===== config.mk =====
export PLATFORM = sky130hd
export DESIGN_NAME = dram_sched_buffer_flat
export DESIGN_NICKNAME = d
export VERILOG_FILES = /design/src/rtl/dram_sched_buffer_pkg.sv /design/src/rtl/dram_sched_buffer_if.sv /design/src/rtl/dram_sched_buffer_req_fifo.sv /design/src/rtl/dram_sched_buffer.sv /design/src/flat_wrapper.sv
export SDC_FILE = /design/constraint.sdc
export NUM_CORES = 1
export LEC_CHECK = 0
export BUFFER_PORTS_ARGS = -buffer_cell sky130_fd_sc_hd__buf_2
export CORE_ASPECT_RATIO = 0.7
export CORE_MARGIN = 1
export CORE_UTILIZATION = 50
export CTS_BUF_LIST = sky130_fd_sc_hd__clkbuf_2
export DETAILED_ROUTE_END_ITERATION = 10
export PLACE_DENSITY = 0.69
export SYNTH_ARGS = -nofsm -noshare
export SYNTH_HDL_FRONTEND = slang
export SYNTH_SLANG_ARGS = --single-unit

===== constraint.sdc =====
create_clock -name CLK -period 9.1 [get_ports CLK]
set_clock_uncertainty 0.1 [all_clocks]
set_input_delay 1.82 -clock CLK [delete_from_list [all_inputs] [get_ports CLK]]
set_output_delay 1.82 -clock CLK [all_outputs]
set_load 0.1 [all_outputs]

===== src/rtl/dram_sched_buffer_pkg.sv =====
// Shared types for the DRAM request buffer: address layout, queue entry and scheduler states.
package dram_pack;

   localparam int DRAM_DATA_W = 32;
   localparam int T_REFI_CYC  = 6240;

   typedef struct packed {
      logic        rank;
      logic        rsvd;
      logic [14:0] row;
      logic [1:0]  bank;
      logic        bg1;
      logic [6:0]  col_1;
      logic        bg0;
      logic [2:0]  col_0;
      logic [1:0]  byte_off;
   } addr_x4_t;

   localparam int DRAM_ADDR_W = $bits(addr_x4_t);

   typedef enum logic [1:0] {
      RUN      = 2'd0,
      REF_WAIT = 2'd1,
      REF      = 2'd2
   } sched_state_t;

   typedef struct packed {
      logic                   wen;
      addr_x4_t               addr;
      logic [DRAM_DATA_W-1:0] wdata;
   } sched_entry_t;

endpackage


===== src/rtl/dram_sched_buffer_if.sv =====
// Host-side request/response bundle of the DRAM request buffer.
interface dram_sched_buffer_if #(
   parameter int ADDR_W = 33,
   parameter int DATA_W = 32
);
   logic              req_valid;
   logic              req_ready;
   logic              req_wen;
   logic [ADDR_W-1:0] req_addr;
   logic [DATA_W-1:0] req_wdata;
   logic              resp_valid;
   logic              resp_wen;
   logic [DATA_W-1:0] resp_rdata;

   modport master (
      output req_valid, req_wen, req_addr, req_wdata,
      input  req_ready, resp_valid, resp_wen, resp_rdata
   );

   modport slave (
      input  req_valid, req_wen, req_addr, req_wdata,
      output req_ready, resp_valid, resp_wen, resp_rdata
   );
endinterface


===== src/rtl/dram_sched_buffer_req_fifo.sv =====
// In-order request queue; exposes the head entry and the one behind it.
module dram_req_fifo
   import dram_pack::*;
#(
   parameter int DEPTH = 8
) (
   input  logic                   CLK,
   input  logic                   nRST,
   input  logic                   push,
   input  logic                   pop,
   input  sched_entry_t           push_entry,
   output sched_entry_t           head,
   output sched_entry_t           next,
   output logic [$clog2(DEPTH):0] count,
   output logic                   full,
   output logic                   empty
);
   localparam int PTR_W = $clog2(DEPTH);

   sched_entry_t     mem [DEPTH];
   logic [PTR_W-1:0] wr_ptr;
   logic [PTR_W-1:0] rd_ptr;
   logic [PTR_W-1:0] nxt_ptr;
   logic             do_push;
   logic             do_pop;

   assign full    = count == (PTR_W+1)'(DEPTH);
   assign empty   = count == '0;
   // A full queue refuses the push even when the head leaves in the same cycle.
   assign do_push = push && !full;
   assign do_pop  = pop && !empty;
   assign nxt_ptr = rd_ptr + 1'b1;

   always_ff @(posedge CLK or negedge nRST) begin
      if (!nRST) begin
         wr_ptr <= '0;
         rd_ptr <= '0;
         count  <= '0;
      end else begin
         if (do_push) wr_ptr <= wr_ptr + 1'b1;
         if (do_pop)  rd_ptr <= rd_ptr + 1'b1;
         if (do_push != do_pop) count <= do_push ? count + 1'b1 : count - 1'b1;
      end
   end

   always_ff @(posedge CLK) begin
      if (do_push) mem[wr_ptr] <= push_entry;
   end

   assign head = mem[rd_ptr];
   assign next = mem[nxt_ptr];
endmodule


===== src/rtl/dram_sched_buffer.sv =====
// Request buffer/scheduler in front of the DRAM command generator: queue, address decode,
// tREFI refresh timer with postponement debt, and host response register.
//  state    | meaning
//  RUN      | normal service of queued requests
//  REF_WAIT | refresh owed, finishing the outstanding head request first
//  REF      | REFRESH raised, request fields masked until the generator finishes
module dram_sched_buffer
   import dram_pack::*;
#(
   parameter int DEPTH    = 8,
   parameter int ADDR_W   = DRAM_ADDR_W,
   parameter int DATA_W   = DRAM_DATA_W,
   parameter int T_REFI   = T_REFI_CYC,
   parameter int MAX_DEBT = 8
) (
   input  logic                 CLK,
   input  logic                 nRST,
   dram_sched_buffer_if.slave   host,
   output logic [2:0]           Ra0,
   output logic [2:0]           Ra1,
   output logic [1:0]           BG0,
   output logic [1:0]           BG1,
   output logic [1:0]           BA0,
   output logic [1:0]           BA1,
   output logic [17:0]          R0,
   output logic [17:0]          R1,
   output logic [9:0]           COL0,
   output logic [9:0]           COL1,
   output logic                 ramREN_curr,
   output logic                 ramWEN_curr,
   output logic                 ramREN_ftrt,
   output logic                 ramWEN_ftrt,
   output logic [DATA_W-1:0]    write_data,
   output logic                 REFRESH,
   input  logic                 request_done,
   input  logic [DATA_W-1:0]    data_callback
);
   localparam int CNT_W  = $clog2(DEPTH) + 1;
   localparam int TMR_W  = $clog2(T_REFI);
   localparam int DEBT_W = $clog2(MAX_DEBT + 1);

   sched_state_t      state, state_nx;
   sched_entry_t      push_entry, fifo_head, fifo_next, head_e, next_e;
   logic [ADDR_W-1:0] req_addr;
   logic [CNT_W-1:0]  count;
   logic              full, empty, push, pop, head_vld, next_vld, ref_done, wrap;
   logic [TMR_W-1:0]  timer;
   logic [DEBT_W-1:0] debt, debt_nx;

   assign req_addr       = host.req_addr;
   assign host.req_ready = !full;
   assign push           = host.req_valid && !full;
   assign push_entry     = '{wen: host.req_wen, addr: addr_x4_t'(req_addr), wdata: host.req_wdata};

   dram_req_fifo #(.DEPTH(DEPTH)) u_fifo (
      .CLK        (CLK),
      .nRST       (nRST),
      .push       (push),
      .pop        (pop),
      .push_entry (push_entry),
      .head       (fifo_head),
      .next       (fifo_next),
      .count      (count),
      .full       (full),
      .empty      (empty)
   );

   always_ff @(posedge CLK or negedge nRST) begin
      if (!nRST) state <= RUN;
      else       state <= state_nx;
   end

   // Any owed refresh is taken at the next request boundary, so saturated debt needs no special case.
   always_comb begin
      state_nx = state;
      case (state)
         RUN:      if (debt != '0) state_nx = empty ? REF : REF_WAIT;
         REF_WAIT: if (request_done || empty) state_nx = REF;
         REF:      if (request_done) state_nx = RUN;
         default:  state_nx = RUN;
      endcase
   end

   always_comb begin
      REFRESH  = 1'b0;
      head_vld = 1'b0;
      next_vld = 1'b0;
      pop      = 1'b0;
      ref_done = 1'b0;
      case (state)
         RUN, REF_WAIT: begin
            head_vld = !empty;
            next_vld = count >= CNT_W'(2);
            pop      = request_done && !empty;
         end
         REF: begin
            REFRESH  = 1'b1;
            ref_done = request_done;
         end
         default: ;
      endcase
   end

   assign wrap = timer == TMR_W'(T_REFI - 1);

   always_comb begin
      debt_nx = debt;
      if (ref_done && debt != '0)                debt_nx = debt_nx - 1'b1;
      if (wrap && debt_nx != DEBT_W'(MAX_DEBT)) debt_nx = debt_nx + 1'b1;
   end

   always_ff @(posedge CLK or negedge nRST) begin
      if (!nRST) begin
         timer <= '0;
         debt  <= '0;
      end else begin
         timer <= wrap ? '0 : timer + 1'b1;
         debt  <= debt_nx;
      end
   end

   always_ff @(posedge CLK or negedge nRST) begin
      if (!nRST) begin
         host.resp_valid <= 1'b0;
         host.resp_wen   <= 1'b0;
         host.resp_rdata <= '0;
      end else begin
         host.resp_valid <= pop;
         host.resp_wen   <= pop && fifo_head.wen;
         host.resp_rdata <= (pop && !fifo_head.wen) ? data_callback : '0;
      end
   end

   assign head_e = head_vld ? fifo_head : '0;
   assign next_e = next_vld ? fifo_next : '0;

   assign Ra0         = {2'b00, head_e.addr.rank};
   assign BG0         = {head_e.addr.bg1, head_e.addr.bg0};
   assign BA0         = head_e.addr.bank;
   assign R0          = {3'b000, head_e.addr.row};
   assign COL0        = {head_e.addr.col_1, head_e.addr.col_0};
   assign ramREN_curr = head_vld && !head_e.wen;
   assign ramWEN_curr = head_e.wen;
   assign write_data  = head_e.wdata;

   assign Ra1         = {2'b00, next_e.addr.rank};
   assign BG1         = {next_e.addr.bg1, next_e.addr.bg0};
   assign BA1         = next_e.addr.bank;
   assign R1          = {3'b000, next_e.addr.row};
   assign COL1        = {next_e.addr.col_1, next_e.addr.col_0};
   assign ramREN_ftrt = next_vld && !next_e.wen;
   assign ramWEN_ftrt = next_e.wen;

   wire unused_fields = ^{head_e.addr.rsvd, head_e.addr.byte_off,
                          next_e.addr.rsvd, next_e.addr.byte_off, next_e.wdata};
endmodule


===== src/flat_wrapper.sv =====
// flat-port wrapper written by rule: the top's interface ports become plain ports
module dram_sched_buffer_flat import dram_pack::*;
#(
   parameter int DEPTH    = 8,
   parameter int ADDR_W   = DRAM_ADDR_W,
   parameter int DATA_W   = DRAM_DATA_W,
   parameter int T_REFI   = T_REFI_CYC,
   parameter int MAX_DEBT = 8
)
  (CLK, nRST, Ra0, Ra1, BG0, BG1, BA0, BA1, R0, R1, COL0, COL1, ramREN_curr, ramWEN_curr, ramREN_ftrt, ramWEN_ftrt, write_data, REFRESH, request_done, data_callback, host_req_valid, host_req_wen, host_req_addr, host_req_wdata, host_req_ready, host_resp_valid, host_resp_wen, host_resp_rdata);
  dram_sched_buffer_if #(.ADDR_W(ADDR_W), .DATA_W(DATA_W)) host_i ();
  input  logic CLK;
  input  logic nRST;
  output logic [2:0] Ra0;
  output logic [2:0] Ra1;
  output logic [1:0] BG0;
  output logic [1:0] BG1;
  output logic [1:0] BA0;
  output logic [1:0] BA1;
  output logic [17:0] R0;
  output logic [17:0] R1;
  output logic [9:0] COL0;
  output logic [9:0] COL1;
  output logic ramREN_curr;
  output logic ramWEN_curr;
  output logic ramREN_ftrt;
  output logic ramWEN_ftrt;
  output logic [DATA_W-1:0] write_data;
  output logic REFRESH;
  input  logic request_done;
  input  logic [DATA_W-1:0] data_callback;
  input wire logic [$bits(host_i.req_valid)-1:0] host_req_valid;
  input wire logic [$bits(host_i.req_wen)-1:0] host_req_wen;
  input wire logic [$bits(host_i.req_addr)-1:0] host_req_addr;
  input wire logic [$bits(host_i.req_wdata)-1:0] host_req_wdata;
  output wire logic [$bits(host_i.req_ready)-1:0] host_req_ready;
  output wire logic [$bits(host_i.resp_valid)-1:0] host_resp_valid;
  output wire logic [$bits(host_i.resp_wen)-1:0] host_resp_wen;
  output wire logic [$bits(host_i.resp_rdata)-1:0] host_resp_rdata;
  assign host_i.req_valid = host_req_valid;
  assign host_i.req_wen = host_req_wen;
  assign host_i.req_addr = host_req_addr;
  assign host_i.req_wdata = host_req_wdata;
  assign host_req_ready = host_i.req_ready;
  assign host_resp_valid = host_i.resp_valid;
  assign host_resp_wen = host_i.resp_wen;
  assign host_resp_rdata = host_i.resp_rdata;
  dram_sched_buffer #(.DEPTH(DEPTH), .ADDR_W(ADDR_W), .DATA_W(DATA_W), .T_REFI(T_REFI), .MAX_DEBT(MAX_DEBT)) u_core (.CLK(CLK), .nRST(nRST), .host(host_i), .Ra0(Ra0), .Ra1(Ra1), .BG0(BG0), .BG1(BG1), .BA0(BA0), .BA1(BA1), .R0(R0), .R1(R1), .COL0(COL0), .COL1(COL1), .ramREN_curr(ramREN_curr), .ramWEN_curr(ramWEN_curr), .ramREN_ftrt(ramREN_ftrt), .ramWEN_ftrt(ramWEN_ftrt), .write_data(write_data), .REFRESH(REFRESH), .request_done(request_done), .data_callback(data_callback));
endmodule

# After elaboration in Yosys (flattened, before gate mapping)
# Memories as Yosys holds them, arrays and structs flattened.
# Cells that the tools add are included.
op_classes:
  n_eq_ne: 9
  n_reduce_logical: 21
  magnitude_cmp: 1
  n_mux: 19
  n_addsub: 7
ops:
  columns: ["operator", "n"]
  rows:
  - ["66-bit 2-to-1 mux", 2]
  - ["32-bit 2-to-1 mux", 1]
  - ["13-bit by 1-bit adder with 13-bit output (second input constant)", 1]
  - ["13-bit equality test (second input constant)", 1]
  - ["13-bit 2-to-1 mux", 1]
  - ["4-bit 2-to-1 mux", 3]
  - ["1-bit logical AND", 10]
  - ["4-bit by 1-bit adder with 4-bit output (second input constant)", 2]
  - ["2-bit 2-to-1 mux", 4]
  - ["4-bit by 1-bit subtractor with 4-bit output (second input constant)", 2]
  - ["1-bit 2-to-1 mux", 7]
  - ["3-bit by 1-bit adder with 3-bit output (second input constant)", 2]
  - ["2-bit case mux with 3 select lines", 1]
  - ["1-bit zero test", 5]
  - ["4-bit equality test (second input constant)", 1]
  - ["4-bit by 2-bit greater-or-equal comparator with 1-bit output (second input constant)", 1]
  - ["4-bit zero test", 1]
  - ["2-bit by 1-bit inequality test with 1-bit output (second input constant)", 2]
  - ["4-bit inequality test (second input constant)", 1]
  - ["4-bit nonzero test", 1]
  - ["3-bit AND reduction", 1]
  - ["2-bit by 1-bit equality test with 1-bit output (second input constant)", 1]
  - ["2-bit equality test (second input constant)", 1]
  - ["2-bit zero test", 1]
  - ["4 further kinds", 4]
totals:
  word_cells: 67
  regBits: 63
  ram_bits: 528
  output_inout_bits: 142
  memories: 1
memory_table:
  columns: ["memory", "depth", "width", "rd", "rd_ports_with_merged_regs", "write_ports", "line", "rtl"]
  rows:
  - ["u_core.u_fifo.mem", 8, 66, 2, 0, 1, "dram_sched_buffer_req_fifo.sv:20", "sched_entry_t mem [DEPTH];"]

# Longest topological paths before layout
# Gate-level depths: netlist of run 1.
depth:
  ltp_word: 7
  mapped_depth: 10
  depth_no_buf: 10

# Hierarchy
# Synthesis of run 1 repeated with hierarchy kept, for this count alone.
unflattened:
  hier_cells: 1367
  hier_area_um2: 27330.0
by_module_without_submodules:
  columns: ["module", "seq_area_each_um2", "cells_each", "instances", "area_per_inst_um2"]
  rows:
  - ["dram_req_fifo", 16105.4, 1061, 1, 24394.6]
  - ["dram_sched_buffer", 1326.3, 306, 1, 2935.3]

# Worst setup path after synthesis of run 1
# Ideal clock, no wire load.
synth_timing:
  path_kind: "input port to flip-flop"
  from: "input host_req_valid"
  to: "memory u_core.u_fifo.mem[0][0] (netlist bit) (enable)"
  slack_ns: 0.462
  stages: 2
  arrival_ns: 7.898
  n_path_buf: 0
  setup_time_ns: 0.639
  required_ns: 8.361
  cell_sequence: "nand2_8 > nor4_1"
synth_between:
  elab_chain_len: 4
synth_rtl:
  columns: ["item", "line", "rtl"]
  rows:
  - ["start, declared", "flat_wrapper.sv:32", "input wire logic [$bits(host_i.req_valid)-1:0] host_req_valid;"]
  - ["1-bit logical AND", "dram_sched_buffer.sv:52", "assign push = host.req_valid && !full;"]
  - ["1-bit logical AND", "dram_sched_buffer_req_fifo.sv:30", "assign do_push = push && !full;"]
  - ["1-bit 2-to-1 mux", "dram_sched_buffer_req_fifo.sv:47", "if (do_push) mem[wr_ptr] <= push_entry;"]
  - ["1-bit 2-to-1 mux (not written as such)", "dram_sched_buffer_req_fifo.sv:47", null]
  - ["end, declared", "dram_sched_buffer_req_fifo.sv:20", null]
# Every way passes these cells.

# Worst setup path in the final report of run 1
layout_timing:
  from: "register u_core.u_fifo.rd_ptr[0]"
  to: "output ramREN_ftrt"
layout_between:
  elab_chain_len: 5
layout_rtl:
  columns: ["item", "line", "rtl"]
  rows:
  - ["start, declared", "dram_sched_buffer_req_fifo.sv:22", "logic [PTR_W-1:0] rd_ptr;"]
  - ["start signal, assigned", "dram_sched_buffer_req_fifo.sv:41", "if (do_pop) rd_ptr <= rd_ptr + 1'b1;"]
  - ["3-bit by 1-bit adder with 3-bit output", "dram_sched_buffer_req_fifo.sv:32", "assign nxt_ptr = rd_ptr + 1'b1;"]
  - ["named net u_core.u_fifo.nxt_ptr[1]", "dram_sched_buffer_req_fifo.sv:23", "logic [PTR_W-1:0] nxt_ptr;"]
  - ["memory 8 x 66 bit", null, null]
  - ["66-bit 2-to-1 mux", "dram_sched_buffer.sv:135", "assign next_e = next_vld ? fifo_next : '0;"]
  - ["1-bit zero test", "dram_sched_buffer.sv:151", "assign ramREN_ftrt = next_vld && !next_e.wen;"]
  - ["1-bit logical AND", "dram_sched_buffer.sv:151", null]
  - ["end, declared", "flat_wrapper.sv:26", "output logic ramREN_ftrt;"]
# The timed path passes the listed nets, and every way through them passes these cells.

==> impl_metrics.json, run 1 <==
{
  "status": "finished clean",
  "post-route-util_pct": 57.73,
  "start_util_pct": 50.96,
  "setup_tns_ns": 0,
  "r2r_cells": 5,
  "reg2reg_from": "u_core.u_fifo.rd_ptr[0]$_DFFE_PN0P_",
  "antenna_found_initial": 9,
  "clock-root-buffer": "clkbuf_2",
  "critPathMaxStageDelay_ns": 0.96,
  "hold_violations": 0,
  "ant_nets": 0,
  "dieWidth_um": 262.6,
  "ys_ff_latch": 567,
  "max_freq_mhz": 154.7,
  "cts_resized": 0,
  "yosysTopAreaCell": "edfxtp_1",
  "post-route-period-util_pct": 71.02,
  "dieArea_sq_um": 48440,
  "cts_sinks": 567,
  "setup.worst_path.start_class": "flip-flop",
  "place_congestion": 0.7297,
  "remaining_drc_errors": 0,
  "register_area_sq_um": 16720,
  "clockBufferDepth": 3,
  "critical_path_class": "reg2out",
  "grt_pass1_wl_mm": 76.54,
  "drt_iter0_markers": 946,
  "fillCellCount": 3604,
  "yosysWarnings": 0,
  "h-tree-depth": 4,
  "endpoint_kind": "output port",
  "flow.area_growth_from_synthesis_pct": 13.30,
  "clkLatencyLatePin_ns": 1.05,
  "synth_area_sq_um": 23780,
  "max-slew-margin-rel_pct": 28.64,
  "rrSetupSlack_ns": 5.07,
  "holdPathStages": 1,
  "r2r_end": "u_core.host.resp_rdata[15]$_DFF_PN0_",
  "post_drt_wl_per_cell_um": 22.30,
  "netlist.area_leader.share_pct": 63.66,
  "coreArea_sq_um": 46660,
  "synth_edf_count": 504,
  "yosysUniqueCellTypes": 51,
  "routed_wl_mm": 50.42,
  "synth_common_cells": "edfxtp_1 (504), mux4_2 (188), nor2_1 (81)",
  "rows": 66,
  "seq_area_frac_synth_pct": 70.29,
  "crit_required_ns": 7.18,
  "min_to": "u_core.timer[0]$_DFF_PN0_",
  "grt_setup_unrepaired": "no",
  "multi_input_area_sq_um": 6750,
  "worst_slew_pin_slew_ns": 1.070,
  "cts-buffers-inserted": 139,
  "cts_hold_buf": 0,
  "cp_data_arrival_time_ns": 4.54,
  "synth_flop_cell": "edfxtp_1",
  "critPathBufInv": 2,
  "max-cap-violations": 0,
  "synth_cells": 1221,
  "worstHoldStart": "u_core.timer[0]$_DFF_PN0_",
  "gr-total-overflow": 0,
  "first_global_vias": 13194,
  "finalSetupViolations": 0,
  "dr.pass1.iters": 5,
  "cts_tree": "done",
  "crit_chain": "ha_4 -> buf_4 -> mux4_2 -> nand2_1 -> and3b_1 -> buf_2",
  "post_cts_buffers": 0,
  "finalNetCount": 1657,
  "hpwl_mm": 27.85,
  "synth.avg_cell_area_sq_um": 19.47,
  "ioPinCount": 244,
  "clkSlewWorstSetupHoldPaths_ns": 0.10,
  "crit_path_max_fanout": 45,
  "io_buffers": 230,
  "dieHeight_um": 184.4,
  "cp_slowest_cell": "dfrtp_4",
  "yosys.cell_count.top_type": "edfxtp_1",
  "async_flop_share_pct": 11.11,
  "cp_top_family": "buffers and inverters",
  "drive_gt1_share_pct": 42.10,
  "vias_per_cell": 5.637,
  "num_vias": 12745,
  "grtUsageTotal_pct": 21.27,
  "hp-class": "reg2reg",
  "grt_max_degree": 65,
  "slew_viol_final": 0,
  "min_period_ns": 6.463,
  "synth.area.top_cells": "edfxtp_1 (64%), mux4_2 (18%), dfrtp_1 (6.6%), mux2i_1 (2.7%), nor2_1 (1.3%)"
}
==> worst reg2reg max path: cells and delay by family, from the launching register on <==
family | cells | cell delay (ns)
DFF | 1 | 0.96
and+or+nand+nor | 2 | 1.02
buffers and inverters | 1 | 0.90
muxes | 2 | 0.95
==> how the worst max path moves through the flow <==
stage | startpoint | to | slack (ns) | cells past startpoint
after global routing | u_core.u_fifo.rd_ptr[0]$_DFFE_PN0P_ | ramREN_ftrt | 2.22 | 6
after floorplan | host_req_valid | u_core.u_fifo.mem[0][0]$_DFFE_PP_ | 0.46 | 2
after CTS | u_core.u_fifo.rd_ptr[0]$_DFFE_PN0P_ | ramREN_ftrt | 2.38 | 6
after detailed placement | u_core.u_fifo.rd_ptr[0]$_DFFE_PN0P_ | ramREN_ftrt | 3.64 | 6
after global placement | u_core.u_fifo.rd_ptr[0]$_DFFE_PN0P_ | ramREN_ftrt | 3.63 | 6
final | u_core.u_fifo.rd_ptr[0]$_DFFE_PN0P_ | ramREN_ftrt | 2.64 | 6
==> cell usage in the layout, fill, tap and decap left out, types with 8 or more instances in the layout <==
master and instances:
mux2i_1 63, nand2_1 69, nand3_1 10, dfrtp_1 60, clkinv_1 26, conb_1 10, nor2_1 78, edfxtp_1 504
xor2_1 9, mux4_2 188, buf_4 27, buf_2 230, xnor2_1 13, clkbuf_2 197, and2_1 33, inv_1 8
a21oi_1 33
==> sequential cells by signal, summed over array words and instances, names as in the netlist <==
name	cells
u_core.u_fifo.rd_ptr	3
u_core.u_fifo.mem	504
u_core.debt	4
u_core.host.resp_rdata	32
u_core.host.resp_wen	1
u_core.u_fifo.count	4
u_core.state	2
u_core.timer	13
u_core.host.resp_valid	1
u_core.u_fifo.wr_ptr	3
==> metrics by stage <==
step / setup slack (ns) / instances / area [sq um] / hold slack [ns]
2_1_floorplan: 0.4625 / 1230 / 23810 / 0.3476
3_3_place_gp: 3.625 / 2017 / 25630 / 0.3655
3_5_place_dp: 3.643 / 2017 / 25630 / 0.3726
4_1_cts: 2.380 / 2258 / 26930 / 0.3871
5_1_grt: 2.223 / 2260 / 26930 / 0.4183
6_report: 2.637 / 2261 / 26940 / 0.3820
==> layout make-up <==
class,count,share of cell area (%)
well taps,612,2.843
repair buffers,257,5.026
multi-input cells,572,25.06
inverters,9,0.1254
flip-flops and latches,567,62.08
diodes,3,0.02787
clock buffers,197,3.660
clock inverters,44,1.180
==> cell families after synthesis <==
group,count (synthesis),share of synthesized area [%]
adders and majority gates,9,0.5052
buffers and inverters,91,1.831
and+or+nand+nor,225,4.463
AOI/OAI and AO/OA,45,1.058
DFF,567,70.29
muxes,258,20.84
other,1,0.01577
xor gates and xnor gates,25,0.9999
==> routing by layer <==
layer,global-route usage (%),up-vias,wire [um]
met2,33.26,466,24470
met4,7.882,8,896
met1,28.75,6568,21500
met3,5.985,81,3506
met5,0,-,45
li1,-,5622,-
Power of run 1 is left out: the tool's default activity adds up to more than one toggle a clock period on the data nets, which glitch-free logic cannot reach.
==> run 2: changes to the inputs <==
--- a/config.mk
+++ b/config.mk
@@ -5,6 +5,7 @@
 export SDC_FILE = /design/constraint.sdc
 export NUM_CORES = 1
 export LEC_CHECK = 0
+export ABC_AREA = 1
 export BUFFER_PORTS_ARGS = -buffer_cell sky130_fd_sc_hd__buf_2
 export CORE_ASPECT_RATIO = 0.7
 export CORE_MARGIN = 1
==> constraint.sdc (replaced) <==
create_clock -name CLK -period 6.4 [get_ports CLK]
set_clock_uncertainty 0.1 [all_clocks]
set_input_delay 1.28 -clock CLK [delete_from_list [all_inputs] [get_ports CLK]]
set_output_delay 1.28 -clock CLK [all_outputs]
set_load 0.1 [all_outputs]
==> impl_metrics.json, run 2 <==
{
  "finalInstanceArea_sq_um": 27830,
  "dpl_worst_slack_ns": 1.500,
  "place_congestion": 0.7896,
  "vias_per_cell": 5.536,
  "cp_data_arrival_time_ns": 4.59,
  "postLayoutSetupSlackWorst_ns": 0.4254,
  "cts_hold_buf": 0,
  "r2r_cells": 6,
  "ys_ff_latch": 567,
  "synth_common_cells": "edfxtp_1 (504), o21ai_0 (478), nor2_1 (429)",
  "yosys.cell_count.top_type": "edfxtp_1",
  "yosysTopAreaCell": "edfxtp_1",
  "slew_viol_final": 0,
  "num_vias": 18392,
  "clkLatencyLatePin_ns": 1.13,
  "gr-total-overflow": 0,
  "clkSlewWorstSetupHoldPaths_ns": 0.09,
  "crit_required_ns": 5.02,
  "dpl.cell_count": 3078,
  "finalNonFillerCells": 3322,
  "synth_adder_area_share_pct": 0.4797,
  "ioPinCount": 244,
  "muxShareOfSynthArea_pct": 1.279,
  "remaining_drc_errors": 0,
  "synth_flop_cell": "edfxtp_1",
  "synth-simple-area-share_pct": 10.19,
  "synth_area_sq_um": 25040,
  "max-cap-violations": 0,
  "dieHeight_um": 189.2,
  "h-tree-depth": 4,
  "io_buffers": 230,
  "grt_pass1_wl_mm": 96.81,
  "cts-buffers-inserted": 136,
  "status": "finished clean",
  "finalSetupViolations": 0,
  "largest_register_ffs": 504,
  "dieArea_sq_um": 51000,
  "post-route-period-util_pct": 93.35,
  "ant_nets": 0,
  "drive_gt1_share_pct": 20.88,
  "flow.area_growth_from_synthesis_pct": 11.15,
  "final_common_cell": "edfxtp_1",
  "drt_iter0_markers": 1781,
  "seq_area_frac_synth_pct": 66.73,
  "max-slew-margin-rel_pct": 15.31,
  "min_period_ns": 5.975,
  "yosysWarnings": 0,
  "clock-root-buffer": "clkbuf_2",
  "setup.worst_path.start_class": "flip-flop",
  "synth_compound_area_share_pct": 15.46,
  "post_drt_wl_per_cell_um": 19.02,
  "max_freq_mhz": 167.4,
  "crit_path_max_fanout": 71,
  "hp-class": "in2async",
  "postPlaceCellArea_sq_um": 26580,
  "grtUsageTotal_pct": 24.58,
  "synth_xor_area_share_pct": 0.3448,
  "dieWidth_um": 269.5,
  "grt_setup_unrepaired": "no",
  "register_area_sq_um": 16720,
  "antenna_found_initial": 9,
  "top_regs": "u_core.u_fifo.mem (504), u_core.host.resp_rdata (32), u_core.timer (13)",
  "cts_sinks": 567,
  "hold_violations": 0,
  "start_util_pct": 50.75,
  "dr.pass1.iters": 6,
  "synth_cells": 2302,
  "post_cts_buffers": 0,
  "cts_tree": "done",
  "layout_common_cells": "edfxtp_1 (504), o21ai_0 (478), nor2_1 (421)",
  "synth_edf_count": 504,
  "fillCellCount": 4259,
  "hpwl_mm": 35.60,
  "first_global_vias": 17812,
  "coreArea_sq_um": 49350,
  "top_register": "u_core.u_fifo.mem",
  "rows": 68,
  "yosysUniqueCellTypes": 40,
  "synth.avg_cell_area_sq_um": 10.88,
  "endpoint_kind": "output port",
  "clockBufferDepth": 3,
  "netlist.area_leader.share_pct": 60.44,
  "multi_input_area_sq_um": 7067,
  "worst_slew_pin_slew_ns": 1.267,
  "synth_top_family_by_area": "compound AO/OA/AOI/OAI gates",
  "async_flop_share_pct": 11.11,
  "finalNetCount": 2662,
  "routed_wl_mm": 63.20,
  "synth.area.top_cells": "edfxtp_1 (60%), o21ai_0 (9.6%), nor2_1 (6.4%), dfrtp_1 (6.3%), a21oi_1 (3.2%)",
  "setup_tns_ns": 0,
  "critical_path_class": "reg2out",
  "grt_max_degree": 211
}
[run 2: worst max-delay path: stages, from the launching register on]
cell     delay, ns
dfrtp_4       0.76
buf_4         0.68
buf_4         0.72
o21ai_0       0.17
o21ai_0       0.20
o21ai_0       0.10
nor2_1        0.29
buf_2         0.49
[run 2: worst paths after layout]
check	to	slack [ns]	start
max	R0[11]	0.43	u_core.u_fifo.rd_ptr[1]$_DFFE_PN0P_
min	u_core.debt[1]$_DFF_PN0_	0.23	nRST
max reg2reg	u_core.host.resp_rdata[0]$_DFF_PN0_	3.02	u_core.u_fifo.rd_ptr[0]$_DFFE_PN0P_
min reg2reg	u_core.timer[0]$_DFF_PN0_	0.44	u_core.timer[0]$_DFF_PN0_
max in group asynchronous	u_core.u_fifo.rd_ptr[1]$_DFFE_PN0P_	5.32	nRST
min in group CLK	u_core.host.resp_rdata[12]$_DFF_PN0_	0.27	data_callback[12]
[run 2: timing repair]
| action | in CTS | in global routing |
|---|---|---|
| endpoints found under the setup margin | 0 | 11 |
| hold endpoints to repair | 0 | 0 |
| gates resized for setup | 0 | 1 |
[run 2: per-stage QoR]
step	hold slack [ns]	utilization, %
floorplan	0.3705	-
global placement	0.4005	53.86
detailed placement	0.4219	53.86
CTS	0.1207	56.35
global route	0.1057	56.39
finish	0.2259	56.40
[run 2: cells by family after synthesis]
logic type,count (synthesis)
flip-flops,567
adder cells (fa/ha/maj),9
AND/OR/NAND/NOR,620
XOR/XNOR,9
multiplexers,32
buffers and inverters,303
AO/OA/AOI/OAI,761
other,1
[run 2: layout make-up]
cell class              count  share of cell area [%]
diodes                      9                 0.08092
well taps                 665                   2.989
clock inverters            25                  0.6294
flip-flops and latches    567                   60.07
repair buffers            265                   5.138
inverters                 140                   1.924
multi-input cells        1441                   25.39
clock buffers             210                   3.776
[run 2: per-layer routing]
layer  GRT usage, %  vias to the layer above  part of all wire (%)
met5              0                        -                 0.057
met4          9.594                        6                   2.2
li1               -                     8652                     -
met1          33.12                     8843                    43
met2          38.60                      773                    47
met3          6.062                      118                   8.1
Power of run 2 is left out for the same reason.
==> run 3: changes to the inputs <==
--- a/config.mk
+++ b/config.mk
@@ -15,4 +15,5 @@
 export PLACE_DENSITY = 0.69
 export SYNTH_ARGS = -nofsm -noshare
 export SYNTH_HDL_FRONTEND = slang
+export SYNTH_HIERARCHICAL = 1
 export SYNTH_SLANG_ARGS = --single-unit
==> impl_metrics.json, run 3 <==
{
  "num_vias": 19295,
  "top_regs": "u_core/u_fifo/mem (504), u_core/host.resp_rdata (32), u_core/timer (13)",
  "vias_per_cell": 5.388,
  "remaining_drc_errors": 0,
  "min_period_ns": 5.881,
  "cts_hold_buf": 0,
  "hp-class": "in2async",
  "final_common_cell": "edfxtp_1",
  "critical_path_class": "reg2out",
  "routed_wl_mm": 63.70,
  "wl_met1_mm": 26.69,
  "grt_pass1_wl_mm": 97.09,
  "rows": 69,
  "drive_gt1_share_pct": 17.68,
  "worst_slew_pin_slew_ns": 1.332,
  "cts_tree": "done",
  "finalSetupViolations": 0,
  "post_drt_wl_per_cell_um": 17.79,
  "drt_iter0_markers": 1651,
  "cp_data_arrival_time_ns": 4.50,
  "dieHeight_um": 191.9,
  "status": "finished clean",
  "hold_violations": 0,
  "dieArea_sq_um": 52450,
  "grt_setup_unrepaired": "no",
  "io_buffers": 230,
  "synth_area_sq_um": 25760,
  "synth.avg_cell_area_sq_um": 9.993,
  "post-route-period-util_pct": 91.88,
  "antenna_found_initial": 8,
  "cts-buffers-inserted": 140,
  "cts_sinks": 567,
  "start_util_pct": 50.75,
  "clkLatencyLatePin_ns": 1.08,
  "dieWidth_um": 273.3,
  "hpwl_mm": 34.54,
  "ioPinCount": 244,
  "yosysWarnings": 6,
  "ant_nets": 0,
  "coreArea_sq_um": 50760,
  "layout_common_cells": "edfxtp_1 (504), o21ai_0 (478), nand2_1 (345)",
  "max-slew-margin-rel_pct": 10.99,
  "clockBufferDepth": 3,
  "synth_cells": 2578,
  "place_congestion": 0.8158,
  "first_global_vias": 18424,
  "max_freq_mhz": 170.1,
  "crit_path_max_fanout": 100,
  "top_register": "u_core/u_fifo/mem",
  "largest_register_ffs": 504,
  "h-tree-depth": 4,
  "route.met3.wl_mm": 5.549,
  "dr.pass1.iters": 6,
  "crit_required_ns": 5.02,
  "flow.area_growth_from_synthesis_pct": 11.05,
  "gr-total-overflow": 0,
  "max-cap-violations": 0,
  "grt_max_degree": 219,
  "finalNetCount": 2909,
  "slew_viol_final": 0,
  "clock-root-buffer": "clkbuf_2",
  "setup.worst_path.start_class": "flip-flop",
  "setup_tns_ns": 0,
  "fillCellCount": 4355,
  "routed-wl-met2_mm": 30.27,
  "grtUsageTotal_pct": 23.92,
  "r2r_cells": 9,
  "endpoint_kind": "output port",
  "clkSlewWorstSetupHoldPaths_ns": 0.10,
  "maxUsedRoutingLayer": "met5"
}
==> run 3: critical path, stage by stage, from the launching register on <==
cell and delay (ns):
dfrtp_4 0.88, buf_6 0.47, buf_6 0.58, o21ai_0 0.19, o21ai_1 0.18, nand2_1 0.07, nand2_1 0.08, inv_1 0.05
nor2_1 0.30, buf_2 0.50
==> run 3: through the flow <==
stage | util, % | cells | setup slack [ns] | area [sq um] | hold WS, ns
floorplan | - | 2587 | 1.249 | 25800 | 0.3329
global placement | 53.53 | 3329 | 1.383 | 27180 | 0.3464
detailed placement | 53.53 | 3329 | 1.343 | 27180 | 0.3598
CTS | 56.26 | 3574 | 0.05598 | 28560 | 0.1235
global route | 56.34 | 3578 | 0.1925 | 28600 | 0.1257
finish | 56.36 | 3581 | 0.5195 | 28610 | 0.2629
==> run 3: timing repair <==
action                                 4_1_cts  5_1_grt
setup buffers                                0        1
endpoints found under the hold margin        0        0
setup endpoints to repair                    0       16
resized for setup                            0        2
==> run 3: area by class of cell <==
cell class              instances  area, sq um  area share (%)
flip-flops and latches        567        16720           58.44
multi-input cells            1526         7041           24.61
repair buffers                262         1469           5.134
inverters                     301         1139           3.980
clock buffers                 202         1011           3.534
well taps                     674        843.3           2.948
clock inverters                43        372.9           1.303
diodes                          6        15.01         0.05248
==> run 3: metal layers <==
metal	vias up	track usage [%]
met5	-	0
met1	9149	31.54
met4	8	7.778
li1	9179	-
met2	828	38.38
met3	131	6.613
==> run 3: final timing paths <==
| path | start | endpoint | slack, ns |
|---|---|---|---|
| min in group CLK | data_callback[4] | u_core/host.resp_rdata[4]$_DFF_PN0_ | 0.28 |
| min reg2reg | u_core/timer[0]$_DFF_PN0_ | u_core/timer[0]$_DFF_PN0_ | 0.37 |
| max in group asynchronous | nRST | u_core/u_fifo/rd_ptr[1]$_DFFE_PN0P_ | 5.36 |
| min | nRST | u_core/host.resp_rdata[23]$_DFF_PN0_ | 0.26 |
| max | u_core/u_fifo/rd_ptr[0]$_DFFE_PN0P_ | R1[14] | 0.52 |
| max reg2reg | u_core/u_fifo/count[1]$_DFFE_PN0P_ | u_core/u_fifo/mem[3][20]$_DFFE_PP_ | 2.74 |
Power of run 3 is left out for the same reason.
